==> src/rtl/bk_multiword_add_ctrl.sv <==
// rtl/bk_multiword_add_ctrl.sv - wide add/sub sequencer over one shared Brent-Kung chunk adder
module brent_kung_adder_nbit #(
    parameter int N = 32
) (
    input  logic [N-1:0] a,
    input  logic [N-1:0] b,
    input  logic         cin,
    output logic [N-1:0] sum,
    output logic         cout
);
    localparam int LG = $clog2(N);

    logic [N-1:0] p;
    logic [N-1:0] gg;
    logic [N-1:0] pp;
    logic [N-1:0] carries;

    always_comb begin
        p  = a ^ b;
        gg = a & b;
        pp = p;
        // Fold cin into bit 0 so every group generate is a full prefix carry.
        gg[0] = gg[0] | (p[0] & cin);
        for (int l = 0; l < LG; l++) begin
            for (int i = (2 << l) - 1; i < N; i += (2 << l)) begin
                gg[i] = gg[i] | (pp[i] & gg[i - (1 << l)]);
                pp[i] = pp[i] & pp[i - (1 << l)];
            end
        end
        for (int l = LG - 2; l >= 0; l--) begin
            for (int i = (2 << l) + (1 << l) - 1; i < N; i += (2 << l)) begin
                gg[i] = gg[i] | (pp[i] & gg[i - (1 << l)]);
                pp[i] = pp[i] & pp[i - (1 << l)];
            end
        end
        carries = {gg[N-2:0], cin};
        sum     = p ^ carries;
        cout    = gg[N-1];
    end
endmodule

module bk_multiword_add_ctrl #(
    parameter int ADDER_SIZE = 32,
    parameter int NUM_CHUNKS = 4
) (
    input  logic                             clk,
    input  logic                             rst_n,
    input  logic                             req_valid,
    output logic                             req_ready,
    input  logic                             req_sub,
    input  logic [ADDER_SIZE*NUM_CHUNKS-1:0] req_op1,
    input  logic [ADDER_SIZE*NUM_CHUNKS-1:0] req_op2,
    output logic                             rsp_valid,
    input  logic                             rsp_ready,
    output logic [ADDER_SIZE*NUM_CHUNKS-1:0] rsp_res,
    output logic                             rsp_cout,
    output logic                             rsp_ovf,
    output logic                             rsp_zero
);
    localparam int W  = ADDER_SIZE * NUM_CHUNKS;
    localparam int CW = $clog2(NUM_CHUNKS);
    localparam logic [CW-1:0] LAST_IDX = CW'(NUM_CHUNKS - 1);

    typedef enum logic [1:0] {
        ST_IDLE,
        ST_RUN,
        ST_DONE
    } state_t;

    state_t                state;
    logic [W-1:0]          op1_q;
    logic [W-1:0]          op2_q;
    logic                  carry;
    logic [CW-1:0]         idx;

    logic [ADDER_SIZE-1:0] a_chunk;
    logic [ADDER_SIZE-1:0] b_chunk;
    logic [ADDER_SIZE-1:0] sum;
    logic                  cout;
    logic [W-1:0]          res_next;
    logic                  cin_msb;

    // Adder inputs come straight from registers: one adder delay per cycle.
    always_comb begin
        a_chunk  = op1_q[int'(idx) * ADDER_SIZE +: ADDER_SIZE];
        b_chunk  = op2_q[int'(idx) * ADDER_SIZE +: ADDER_SIZE];
        res_next = rsp_res;
        res_next[int'(idx) * ADDER_SIZE +: ADDER_SIZE] = sum;
        cin_msb  = sum[ADDER_SIZE-1] ^ a_chunk[ADDER_SIZE-1] ^ b_chunk[ADDER_SIZE-1];
    end

    brent_kung_adder_nbit #(
        .N(ADDER_SIZE)
    ) u_adder (
        .a   (a_chunk),
        .b   (b_chunk),
        .cin (carry),
        .sum (sum),
        .cout(cout)
    );

    always_ff @(posedge clk or negedge rst_n) begin
        if (!rst_n) begin
            state     <= ST_IDLE;
            op1_q     <= '0;
            op2_q     <= '0;
            carry     <= 1'b0;
            idx       <= '0;
            req_ready <= 1'b1;
            rsp_valid <= 1'b0;
            rsp_res   <= '0;
            rsp_cout  <= 1'b0;
            rsp_ovf   <= 1'b0;
            rsp_zero  <= 1'b0;
        end else begin
            case (state)
                ST_IDLE: begin
                    if (req_valid && req_ready) begin
                        op1_q     <= req_op1;
                        // Subtraction is op1 + ~op2 + 1; the +1 enters as the initial carry.
                        op2_q     <= req_sub ? ~req_op2 : req_op2;
                        carry     <= req_sub;
                        idx       <= '0;
                        req_ready <= 1'b0;
                        state     <= ST_RUN;
                    end
                end
                ST_RUN: begin
                    rsp_res <= res_next;
                    carry   <= cout;
                    if (idx == LAST_IDX) begin
                        idx       <= '0;
                        rsp_cout  <= cout;
                        rsp_ovf   <= cin_msb ^ cout;
                        rsp_zero  <= (res_next == '0);
                        rsp_valid <= 1'b1;
                        state     <= ST_DONE;
                    end else begin
                        idx <= idx + 1'b1;
                    end
                end
                ST_DONE: begin
                    if (rsp_ready) begin
                        rsp_valid <= 1'b0;
                        req_ready <= 1'b1;
                        state     <= ST_IDLE;
                    end
                end
                default: begin
                    state     <= ST_IDLE;
                    req_ready <= 1'b1;
                    rsp_valid <= 1'b0;
                end
            endcase
        end
    end
endmodule

==> config.mk <==
export PLATFORM = sky130hd
export DESIGN_NAME = bk_multiword_add_ctrl
export DESIGN_NICKNAME = d
export VERILOG_FILES = /design/src/rtl/bk_multiword_add_ctrl.sv
export SDC_FILE = /design/constraint.sdc
export NUM_CORES = 1
export LEC_CHECK = 0
export ABC_AREA = 1
export CAP_MARGIN = 5
export CORE_MARGIN = 1
export CORE_UTILIZATION = 55
export CTS_CLUSTER_SIZE = 24
export DETAILED_ROUTE_END_ITERATION = 8
export DONT_BUFFER_PORTS = 1
export MAX_ROUTING_LAYER = met4
export PLACE_DENSITY = 0.7
export SYNTH_ARGS = -nofsm -noshare
export SYNTH_HDL_FRONTEND = slang
export SYNTH_HIERARCHICAL = 1
export SYNTH_SLANG_ARGS = --single-unit
==> constraint.sdc <==
create_clock -name clk -period 8.44 [get_ports clk]
set_input_delay 2.11 -clock clk [delete_from_list [all_inputs] [get_ports clk]]
set_output_delay 2.11 -clock clk [all_outputs]
set_load 0.02 [all_outputs]
---- After elaboration in Yosys (flattened, before gate mapping) ----
Cells that the tools add are included.
Widths: inputs -> output; s select.
storage, ports and cells
  bits of input ports ..................... 261
  output and inout port bits .............. 133
  flip-flop bits (word level) ............. 394
operators by class
  bitwise logic cells ..................... 151
  add/sub/neg operators ................... 2
  shifts and indexed selects .............. 4
  equality and inequality tests ........... 6
  reductions and logical operators ........ 10
  muxes and demuxes ....................... 17
operator list
  cell                       count
  $shiftx 128x8->32          2
  $bwmux 128                 1
  $logic_not 128->1          1
  $mux 128                   1
  $not 128->128              1
  $shift 32x33->128 const A  1
  $shiftx 32x33->128         1
  $and 1x1->1                84
  $xor 32x32->32             2
  $or 1x1->1                 58
  $neg 7->33                 1
  $and 32x32->32             1
  $mux 2                     5
  $reduce_and 3->1           3
  $ne 2x2->1 const B         3
  $pmux 1 s3                 2
  $pmux 2 s3                 1
  $reduce_and 2->1           3
  $mux 1                     5
  $eq 2x2->1 const B         2
  $pmux 2 s2                 1
  $xor 1x1->1                3
  $add 2x1->2 const B        1
  $eq 2x1->1 const B         1
  5 further kinds            6

---- Longest topological paths before layout ----
Gate-level depths: netlist of run 1.
  depth after elaboration ................. 24
  gate-level depth with buffers ........... 38
  depth with buffers taken out ............ 33

---- By module ----
Netlist of run 1, hierarchy kept.
by module, submodules not included
  module                 seq. area each (um2)  times used  area each (um2)  cells an instance
  bk_multiword_add_ctrl  9,860.7               1           20,145.6         2,674
  brent_kung_adder_nbit  0.0                   1           1,368.8          178

---- Worst setup path after synthesis of run 1 ----
Ideal clock, no wire load.
  path kind ............................... register to register
  from .................................... register idx[0]
  to ...................................... register rsp_zero
  cell stages (with the launch flop) ...... 38
  slack ................................... 4.206 ns
  clock period less this slack ............ 4.234 ns
  arrival ................................. 4.169 ns
  path through ............................ dfrtp_1 -> buf_2 -> buf_2 -> inv_1 -> buf_2 -> buf_4 -> buf_4 -> nor2_1 -> o22ai_1 -> inv_1 -> fa_1 -> inv_1 -> fa_1 -> nand2_1 -> nand2_1 -> nand3_1 -> nand2_2 -> nand2_1 -> (+2 left out) -> nand2_4 -> nand2_2 -> nand2_2 -> nand2_1 -> nand2_1 -> fa_1 -> xor2_1 -> nand3_1 -> nor2_1 -> nor2_1 -> nand2_1 -> nor2_1 -> nand2_1 -> nor2_1 -> nand2_1 -> nor2_1 -> nand2_1 -> nand2_1
between the ends
  word-level cells in the longest chain between the ends .. 24
  elaborated cells between the ends (all ways) .. 140
  those cells by class .................... 1 x add/sub; 1 x eq/ne; 4 x shift; 1 x mux; 131 x bitwise; 2 x reduce/logical
ends and longest elaborated chain
  item                    line  source
  start, declared         74    logic [CW-1:0] idx;
  start signal, assigned  139   idx <= idx + 1'b1;
  $shiftx 128x8->32 *     85    a_chunk = op1_q[int'(idx) * ADDER_SIZE +: ADDER_SIZE];
  via a_chunk[0]          76    logic [ADDER_SIZE-1:0] a_chunk;
  $xor 32x32->32          19    p = a ^ b;
  $and 1x1->1             23    gg[0] = gg[0] | (p[0] & cin);
  $or 1x1->1 *            23
  $and 1x1->1 *           26    gg[i] = gg[i] | (pp[i] & gg[i - (1 << l)]);
  $or 1x1->1 *            26
  $and 1x1->1 *           26
  (+10 left out)          --
  $or 1x1->1 *            32    gg[i] = gg[i] | (pp[i] & gg[i - (1 << l)]);
  $and 1x1->1 *           32
  $or 1x1->1 *            32
  $xor 32x32->32 *        37    sum = p ^ carries;
  via sum[31]             78    logic [ADDER_SIZE-1:0] sum;
  $shiftx 32x33->128 *    88    res_next[int'(idx) * ADDER_SIZE +: ADDER_SIZE] = sum;
  $bwmux 128 *            88
  $logic_not 128->1 *     135   rsp_zero <= (res_next == '0);
  end signal, assigned    135
  end, declared           58    output logic rsp_zero
Mark *: on every way through the listed nets, which the timed path passes. The rest lies on a longest branch.
A chain may end at the register's enable or synchronous reset.

---- Final worst setup path of run 1 ----
  from .................................... register idx[0]
  to ...................................... register rsp_zero
between the ends
  elaborated cells between the ends (all ways) .. 140
  those cells by class .................... 1 x add/sub; 1 x eq/ne; 4 x shift; 1 x mux; 131 x bitwise; 2 x reduce/logical
RTL lines
  item                                                   line
  $shiftx 128x8->32 *                                    85
  via a_chunk[14]                                        76
  $and 32x32->32 or $xor 32x32->32 (tied branches)       20, 19
  $and 1x1->1, on equally long branches                  26, 27
  $or 1x1->1, or another cell as far along (2 in a row)  26
  $or 1x1->1 or $and 1x1->1 (tied branches)              26
  $or 1x1->1 *                                           26
  $and 1x1->1 *                                          32
  (+4 left out)                                          --
  $or 1x1->1 *                                           32
  $and 1x1->1 *                                          32
  $or 1x1->1 *                                           32
  $xor 32x32->32 *                                       37
  via sum[31]                                            78
  $shiftx 32x33->128 *                                   88
  $bwmux 128 *                                           88
  $logic_not 128->1 *                                    135
Marks and branches as above.

==> flow_summary.ini, run 1 <==
[timing]
fin_crit_ns = 5.681
max_freq_mhz = 176.0
hold_viol = 0
skew_ns = 0.01800
max-slew-margin-rel = 0.1600
tightestPinTransition_ns = 1.251
finalSetupTns_ns = 0
setup_viol = 0
rsz0062_at_grt = false
min_period_over_period = 0.6731
slew_viol_final = 0

[route]
viasPerCell = 5.584
drt_first_pass_iters = 7
wirelength_um = 66520
dr.first_iter.drc_count = 1565
via_count = 18310
wl_per_cell_um = 20.28
drc_errors = 0
ant_nets = 0

[worst_setup_path]
critPathSlowestCell = dfrtp_4
crit_path_end_kind = register
slowest_delay_ns = 0.71
reg2reg_from = idx[0]
cp.required_ns = 8.90
startpoint = idx[0]
worst_path_most_repeated_cell = nand2_1
regToRegSetupSlack_ns = 2.76
reg2regPathDepth = 30
cp.depth = 30
critPathMaxFanout = 77
worstSetupStartpointType = register
criticalPathCategory = reg -> reg
crit_end = rsp_zero
critical_path_buf_inv_count = 3
crit_arrival_ns = 6.14
path_delay_family = simple AND/OR/NAND/NOR gates
r2r_end = rsp_zero

[cells_and_area]
diodes = 0
synthToLayoutAreaGrowth_pct = 6.258
drive_above_1_share = 0.03838
layout.nets = 3045

[synth]
synth-simple-area-share = 0.2538
ys_types = 37
synth-compound-area-share = 0.1202
netlist_instances = 2852
synth.largest_area_cell = dfrtp_1
synthFlopType = dfrtp_1
syn_area_um2 = 21510
synthXorXnorAreaFrac = 0.05944
synth_top_area_frac = 0.4571
yosysMostFrequentCell = nand2_1
synth_top_family_by_area = simple AND/OR/NAND/NOR gates
synth_common_cells = 906 x nand2_1, 393 x dfrtp_1, 375 x nor2_1
avgSynthCellArea_um2 = 7.544
ys_async_sr_fraction = 1.000
synth_edf_count = 0
synthAdderAreaFrac = 0.03675
synth_mux_area_frac = 0.0005234
ys_ff_latch = 394
yosys_warnings = 6
synth.area.top_cells = dfrtp_1 46%, nand2_1 16%, o21ai_0 8.6%, nor2_1 6.5%, xnor2_1 5.4%
yosysSeqAreaShare = 0.4583
synth_nets = 3166

[global_route]
antenna_found_initial = 0
grt_overflow = 0
grt_max_degree = 395
grt_pass1_wl_um = 99900
grt_usage = 0.3425
grt_pass1_vias = 17180

[clock_network]
clock_path_buffers = 3
cts_setup_buffers = 0
cts_num_sinks = 394
cts.clk_slew.worst_paths_ns = 0.06
numCtsBuffers = 43
cts_resized = 0
clock_latency_ns = 0.57
cts_tree = done
postCtsHoldBufs = 0
root_buffer = clkbuf_16
cts_max_level = 2

[die]
rows = 72
core_area_um2 = 38650
io_pins = 394
start_util = 0.5567
die-height_um = 199.8
die_area_um2 = 39910
die_w_um = 199.8

[status]
outcome = complete, no violations

[placed_design]
hpwl_um = 46740
gp_congestion = 0.9564
portBuffers = 0

[min_path]
hold_class = reg -> reg
hold_path_startpoint = op1_q[90]
min_path_cells = 2

[flow_run]
maxCapViolCount = 0
[metrics by stage]
step / cell area, um^2 / hold WS (ns) / cells / util / setup slack [ns]
finish: 22860 / 0.4641 / 3280 / 0.5915 / 2.759
global route: 22860 / 0.4792 / 3280 / 0.5915 / 2.336
CTS: 22860 / 0.4679 / 3280 / 0.5915 / 2.858
detailed placement: 21500 / 0.4535 / 3204 / 0.5564 / 2.874
global placement: 21500 / 0.4511 / 3204 / 0.5564 / 3.023
floorplan: 21510 / 0.4366 / 2852 / - / 4.206
[how the worst min path moves through the flow]
stage / to
after global routing: op1_q[85]
after global placement: op1_q[62]
after floorplan: op1_q[64]
final: op1_q[90]
after detailed placement: op1_q[90]
after CTS: op1_q[90]
[logic make-up (layout without fill, tap and decap cells)]
kind of cell             count (synthesis)  after routing
AND/OR/NAND/NOR                       1400           1400
multiplexers                             1              1
AO/OA/AOI/OAI                          488            488
adder cells (fa/ha/maj)                 53             53
buffers and inverters                  370            280
XOR/XNOR                               146            146
flip-flops                             394            394
[placed cells by master, fill, tap and decap left out, types with 14 or more instances in the layout]
cell type | Yosys | routed
clkbuf_16 | 0 | 45
o22ai_1 | 64 | 64
clkbuf_1 | 106 | 16
ha_1 | 36 | 36
a21oi_1 | 15 | 15
o21ai_0 | 369 | 369
dfrtp_1 | 393 | 391
inv_1 | 182 | 180
buf_4 | 8 | 16
nand2_1 | 906 | 906
nor2_1 | 375 | 373
xor2_1 | 14 | 14
fa_1 | 17 | 17
nand3_1 | 98 | 98
xnor2_1 | 132 | 132
[layout make-up]
type | instances | area [um^2]
fill | 3515 | 15790
multi-input combinational | 2088 | 10150
sequential | 394 | 9866
clock buffer | 69 | 1296
inverter | 188 | 715.7
tap | 518 | 648.1
timing repair buffer | 16 | 120.1
clock inverter | 7 | 62.56
[state kept, by name, summed over array words and instances (netlist names), 2 cells and up]
register / flops
idx: 2
rsp_res: 128
op2_q: 128
op1_q: 128
state: 2
[worst register-to-register path: cells and delay by family, from the launching register on]
kind	cells	cell delay, ns
buffers and inverters	3	1.36
flip-flops	1	0.71
XOR/XNOR	1	0.54
AO/OA/AOI/OAI	3	0.62
adder cells (fa/ha/maj)	2	0.69
AND/OR/NAND/NOR	21	1.65
[routing by layer]
layer	track usage	wire, um
met2	0.5279	30810
met4	0.1465	2860
met1	0.4453	27570
met5	-	0
met3	0.06099	5287
Power of run 1 is left out: the tool's default activity adds up to more than one toggle a clock period on the data nets, which glitch-free logic cannot reach.
==> inputs of run 2 (changes only) <==
==> constraint.sdc (replaced) <==
create_clock -name clk -period 5.4 [get_ports clk]
set_input_delay 1.35 -clock clk [delete_from_list [all_inputs] [get_ports clk]]
set_output_delay 1.35 -clock clk [all_outputs]
set_load 0.02 [all_outputs]
==> flow_summary.ini, run 2 (synthesis results as in run 1) <==
[status]
outcome = complete, but fails checks
violations = max-slew violations

[timing]
slew_viol_final = 167
tightestPinTransition_ns = 1.701
max-slew-margin-rel = -0.1341
min_period_over_period = 0.9339
max_freq_mhz = 198.3
hold_viol = 0
fin_crit_ns = 5.043
setup_viol = 0
skew_ns = 0.01377
rsz0062_at_grt = false
finalSetupTns_ns = 0

[clock_network]
cts_resized = 0
root_buffer = clkbuf_16
numCtsBuffers = 44
clock_path_buffers = 3
clock_latency_ns = 0.58
postCtsHoldBufs = 0
cts_max_level = 2
cts_tree = done
cts_num_sinks = 394
cts_setup_buffers = 0
cts.clk_slew.worst_paths_ns = 0.06

[placed_design]
hpwl_um = 46600
gp_congestion = 0.9708
portBuffers = 0

[worst_setup_path]
crit_path_end_kind = register
critPathMaxFanout = 52
critPathSlowestCell = xor2_1
slowest_delay_ns = 0.55
crit_arrival_ns = 5.51
startpoint = idx[0]
worst_path_most_repeated_cell = nand2_1
worstSetupStartpointType = register
cp.required_ns = 5.87
reg2reg_from = idx[0]
criticalPathCategory = reg -> reg
cp_cell_sequence = inv_4, buf_12, o21ai_0, o22ai_1, ha_1, nand4_1, inv_1, a21oi_2, nand2_4, nand2_2, nand2_2, fa_1, xor2_1, nand3_1, o21a_1, nand2_1, nor2_1, nand2_1, nor2_1, nand2_1, nor2_1, nand2_1, nand2_1

[min_path]
hold_class = reg -> reg
hold_path_startpoint = op1_q[93]

[global_route]
grt_pass1_wl_um = 98210
grt_usage = 0.3363
grt_overflow = 0
antenna_found_initial = 0
grt_pass1_vias = 17120
grt_max_degree = 395

[flow_run]
maxCapViolCount = 0

[die]
start_util = 0.5567
rows = 72
die_w_um = 199.8
die_area_um2 = 39910
core_area_um2 = 38650
io_pins = 394
die-height_um = 199.8

[route]
drt_first_pass_iters = 6
ant_nets = 0
via_count = 18300
wl_per_cell_um = 19.83
dr.first_iter.drc_count = 1599
drc_errors = 0
wirelength_um = 65230
viasPerCell = 5.563

[cells_and_area]
largestRegisters = op1_q x128, op2_q x128, rsp_res x128
layout.nets = 3055
synthToLayoutAreaGrowth_pct = 7.002
layout_common_cells = 906 x nand2_1, 391 x dfrtp_1, 373 x nor2_1
fillers = 3500
seqCellArea_um2 = 9866
diodes = 0
final_common_cell = nand2_1
multiInputGateArea_um2 = 10150
drive_above_1_share = 0.04258
run 2: final cells by class:
cell class | count | area share
Sequential cell | 394 | 0.4286
Clock inverter | 9 | 0.004457
Multi-Input combinational cell | 2088 | 0.4410
Timing Repair Buffer | 25 | 0.01033
Clock buffer | 67 | 0.05642
Inverter | 188 | 0.03109
Tap cell | 518 | 0.02815
run 2: path summary, 6_finish.rpt:
check | cells past startpoint | end | slack [ns]
setup / recovery | 23 | rsp_zero | 0.36
hold / removal | 2 | op1_q[93] | 0.47
setup reg to reg | 23 | rsp_zero | 0.36
hold reg to reg | 2 | op1_q[93] | 0.47
max in group asynchronous | 0 | rsp_res[36] | 3.56
min in group asynchronous | 0 | rsp_res[3] | 0.49
run 2: worst max-delay path: cells and delay by family, from the launching register on:
kind	cells	cell delay (ns)
AND/OR/NAND/NOR	13	1.16
flip-flops	1	0.50
adder cells (fa/ha/maj)	2	0.76
XOR/XNOR	1	0.55
AO/OA/AOI/OAI	4	1.17
buffers and inverters	3	0.73
run 2: routing by layer:
layer,vias to the layer above,GRT usage,wire length [um]
li1,8775,-,-
met1,8662,0.4331,26780
met2,707,0.5234,30450
met3,154,0.05645,5063
met4,0,0.1501,2938
met5,-,-,0
run 2: through the flow:
stage	cell area (um^2)	utilization	cells	hold slack, ns	setup WS, ns
floorplan	21510	-	2852	0.4366	1.166
global placement	21620	0.5594	3213	0.4498	0.4769
detailed placement	21620	0.5594	3213	0.4532	0.3876
CTS	23020	0.5957	3289	0.4674	0.3835
global route	23020	0.5957	3289	0.4681	0.07003
finish	23020	0.5957	3289	0.4673	0.3572
Power of run 2 is left out for the same reason.
